`config.mk`:
```
export PLATFORM = sky130hd
export DESIGN_NAME = seq_playback
export DESIGN_NICKNAME = d
export VERILOG_FILES = /design/src/rtl/seq_playback.sv
export SDC_FILE = /design/constraint.sdc
export NUM_CORES = 1
export LEC_CHECK = 0
export CAP_MARGIN = 10
export CORE_MARGIN = 8
export CORE_UTILIZATION = 50
export CTS_CLUSTER_SIZE = 16
export DETAILED_ROUTE_END_ITERATION = 6
export PLACE_DENSITY = 0.69
export SYNTH_ARGS = -nofsm -noshare
export SYNTH_HDL_FRONTEND = slang
export SYNTH_SLANG_ARGS = --single-unit
```
`constraint.sdc`:
```
create_clock -name clk -period 6.3 [get_ports clk]
set_input_delay 1.26 -clock clk [delete_from_list [all_inputs] [get_ports clk]]
set_output_delay 1.26 -clock clk [all_outputs]
set_load 0.005 [all_outputs]
```
`src/rtl/seq_playback.sv`:
```
// Replays a stored colour sequence onto the (num, pressed) button-event bus.
// Each element sounds for ON_TICKS ticks followed by GAP_TICKS ticks of silence.
module seq_playback #(
  parameter int MAX_LEN   = 32,
  parameter int ADDR_W    = $clog2(MAX_LEN),
  parameter int ON_TICKS  = 3,
  parameter int GAP_TICKS = 1
) (
  input  logic              clk,
  input  logic              reset,
  input  logic              tick,
  input  logic              wr_en,
  input  logic [ADDR_W-1:0] wr_addr,
  input  logic [1:0]        wr_data,
  input  logic              start,
  input  logic [ADDR_W:0]   length,
  input  logic              abort,
  output logic [1:0]        num,
  output logic              pressed,
  output logic              busy,
  output logic              done
);

  localparam int MAXT  = (ON_TICKS > GAP_TICKS) ? ON_TICKS : GAP_TICKS;
  localparam int CNT_W = (MAXT > 1) ? $clog2(MAXT) : 1;

  typedef enum logic [1:0] {
    IDLE,
    ON,
    GAP,
    FIN
  } state_t;

  state_t            state;
  logic [ADDR_W-1:0] idx;
  logic [ADDR_W:0]   len;
  logic [CNT_W-1:0]  cnt;
  logic [1:0]        mem [MAX_LEN];

  logic [ADDR_W:0] len_clamp;
  logic            wr_ok;
  logic            last;

  assign len_clamp = (int'(length) > MAX_LEN) ?
                     (ADDR_W+1)'(MAX_LEN) : length;
  assign wr_ok     = wr_en && (state == IDLE) &&
                     (int'(wr_addr) < MAX_LEN);
  assign last      = ({1'b0, idx} == len - (ADDR_W+1)'(1));

  // Memory is deliberately not reset; contents survive a reset.
  always_ff @(posedge clk) begin
    if (wr_ok) mem[wr_addr] <= wr_data;
  end

  always_ff @(posedge clk or negedge reset) begin
    if (!reset) begin
      state   <= IDLE;
      idx     <= '0;
      len     <= '0;
      cnt     <= '0;
      num     <= '0;
      pressed <= 1'b0;
      busy    <= 1'b0;
      done    <= 1'b0;
    end else begin
      done <= 1'b0;
      if (abort && state != IDLE) begin
        state   <= IDLE;
        cnt     <= '0;
        num     <= '0;
        pressed <= 1'b0;
        busy    <= 1'b0;
      end else begin
        unique case (state)
          IDLE: begin
            if (start && !abort) begin
              len <= len_clamp;
              idx <= '0;
              cnt <= '0;
              if (len_clamp == '0) begin
                state <= FIN;
                done  <= 1'b1;
              end else begin
                state   <= ON;
                num     <= mem[0];
                pressed <= 1'b1;
                busy    <= 1'b1;
              end
            end
          end
          ON: begin
            if (tick) begin
              if (cnt == CNT_W'(ON_TICKS - 1)) begin
                cnt     <= '0;
                state   <= GAP;
                pressed <= 1'b0;
              end else begin
                cnt <= cnt + CNT_W'(1);
              end
            end
          end
          GAP: begin
            if (tick) begin
              if (cnt == CNT_W'(GAP_TICKS - 1)) begin
                cnt <= '0;
                if (last) begin
                  state <= FIN;
                  done  <= 1'b1;
                  busy  <= 1'b0;
                  num   <= '0;
                end else begin
                  idx     <= idx + ADDR_W'(1);
                  num     <= mem[idx + ADDR_W'(1)];
                  pressed <= 1'b1;
                  state   <= ON;
                end
              end else begin
                cnt <= cnt + CNT_W'(1);
              end
            end
          end
          FIN: state <= IDLE;
          default: state <= IDLE;
        endcase
      end
    end
  end

endmodule

```
==> flow_metrics.tcl <==
set metrics [dict create \
    num_vias 2575 \
    synth-seq-cells 84 \
    ctsResizeCount 0 \
    core_um2 8130 \
    synth_edf_count 64 \
    synth.avg_cell_area_um2 13.0 \
    ant_nets 0 \
    max_slew.worst_pin.slew_ps 1060 \
    gp_congestion 0.845 \
    portBuffers 23 \
    post-cts-setup-buffers 0 \
    rsz0062_at_grt "no" \
    dp_cells 435 \
    synthArstFlopShare 0.238 \
    postPlaceCellArea_um2 4440 \
    setup-tns-final_ps 0 \
    finalPower_mw 1.81 \
    firstDrtPassIters 6 \
    antenna_found_initial 0 \
    maxCapViolCount 0 \
    post-route-period-util 0.579 \
    grt_use_total 0.148 \
    endpoint_kind "flop" \
    initial_core_util 0.509 \
    grt_pass1_vias 2702 \
    mostFrequentLayoutCells "64 x edfxtp_1, 49 x nor2_1, 29 x nand2_1, 23 x clkdlybuf4s50_1, 20 x dfrtp_1" \
    worstPathRequired_ps 6540 \
    vias_per_cell 5.71 \
    final_area_um2 4670 \
    ys_warn_count 0 \
    hold_viol_final 0 \
    cts.sinks 84 \
    fin_util 0.574 \
    cp.arrival_ps 3880 \
    skew_ps 8.15 \
    syn-num-nets 346 \
    setup-violations-final 0 \
    drtIter0Drc 113 \
    synth_top_cell_by_area "edfxtp_1" \
    die_area_um2 11500 \
    routedWlPerCell_um 17.8 \
    power_density_nw_per_um2 388 \
    drv_slew 0 \
    clock-root-buffer "clkbuf_8" \
    n_antenna_cell 0 \
    synth_seq_area_share 0.585 \
    outcome "complete, no violations" \
    die_w_um 107 \
    cts_tree "yes" \
    fin_nets 369 \
    synth.area.top_cells "edfxtp_1 46%, dfrtp_1 12%, mux4_2 8.7%" \
    reg2reg_slack_ps 2650 \
    start_kind "flop" \
    max_freq_mhz 274 \
    clockBufferDepth 2 \
    ir_drop_mv 0.186 \
    layout_commonest_cell "edfxtp_1" \
    slew_headroom 0.292 \
    grt_max_degree 33 \
    ctsHoldBuffers 0 \
    hpwlAfterDp_um 5630 \
    netlist-cell-type-count 50 \
    cts_made_buffers 9 \
    flow.area_growth_from_synthesis_pct 12.6 \
    period_minus_slack_ps 3650 \
    min_path_type "reg -> reg" \
    fin_cells 451 \
    p_leak_nw 1.58 \
    synth_cells 318 \
    clk_latency_ps 350 \
    dieHeight_um 107 \
    drc 0 \
    synth.cell_area_um2 4140 \
    synth_top_flop_cell "edfxtp_1" \
    htree_levels 3 \
    totalWireLength_um 8050 \
    grt_overflow 0 \
    crit_type "reg -> reg" \
    pin_count 24 \
    grt_pass1_wl_um 13200 \
    synth_top_area_share 0.464 \
    fill_cells 653 \
    path_max_fanout 22 \
    clk_pin_slew_ps 90 \
    layout-drive-gt1-share 0.136 \
    row_count 33 \
]
[routing by layer]
metal / GRT usage / up-vias / routed length, um
met5: 0 / - / 0
met4: 0.0714 / 0 / 150
met3: 0.0366 / 15 / 413
met2: 0.244 / 80 / 4010
met1: 0.176 / 1253 / 3480
li1: - / 1227 / -
[state kept, by name (all words and copies together) (netlist names)]
name,flops
num,2
pressed,1
mem,64
state,2
done,1
len,6
cnt,2
busy,1
idx,5
[path summary, 6_finish.rpt]
path,cells after the start,endpoint,start
max,7,num[0],idx[0]
min,1,busy,busy
max reg2reg,7,num[0],idx[0]
min reg2reg,1,busy,busy
max in group asynchronous,1,state[0],reset
min in group asynchronous,1,len[0],reset
[per-stage QoR]
step	hold WS, ps	setup slack, ps
floorplan	479	3640
global placement	492	2740
detailed placement	509	2580
CTS	527	2580
global route	563	2380
finish	521	2650
[worst max-delay path, cell delays in order, from the launching register on]
cell and delay [ps]:
dfrtp_1 1050, ha_1 400, xor2_2 740, mux4_2 420
mux4_2 470, and2_1 180, a221oi_2 190, o21ai_1 80
[report_power, final]
group / internal (mW) / switching (mW) / leakage [nW]
Clock: 0.228 / 0.203 / 0.105
Sequential: 0.647 / 0.0745 / 0.834
Combinational: 0.321 / 0.337 / 0.636
[kinds of logic (layout without fill, tap and decap cells)]
group	count (synthesis)	after routing	share of synthesized area
AND/OR/NAND/NOR	121	121	0.143
flip-flops	84	84	0.585
buffers and inverters	20	48	0.0230
AO/OA/AOI/OAI	47	47	0.0770
multiplexers	29	29	0.127
XOR/XNOR	8	8	0.0187
adder cells (fa/ha/maj)	9	9	0.0272
[cells in the mapped netlist, types with 3 or more instances]
cell type and instances:
nand2_1 29, a22oi_1 3, o21ai_0 19, edfxtp_1 64, nor2b_1 3, nand2b_1 7, xor2_1 3, xnor2_1 4
clkbuf_1 6, inv_1 9, nor2_1 49, dfrtp_1 20, nand3b_1 3, mux4_2 16, nand3_1 9, a31oi_1 4
mux2i_1 9, and2_1 5, a31o_2 3, a21oi_1 5, or3_1 3, ha_1 9
[cell type report]
type / count / area, um2 / area share
timing repair buffer: 23 / 230 / 0.0493
multi-input combinational: 214 / 1630 / 0.348
tap: 105 / 131 / 0.0282
sequential: 84 / 2420 / 0.519
clock inverter: 6 / 95.1 / 0.0204
inverter: 9 / 33.8 / 0.00724
clock buffer: 10 / 128 / 0.0274
No activity file was read; power rests on OpenSTA's default activity.
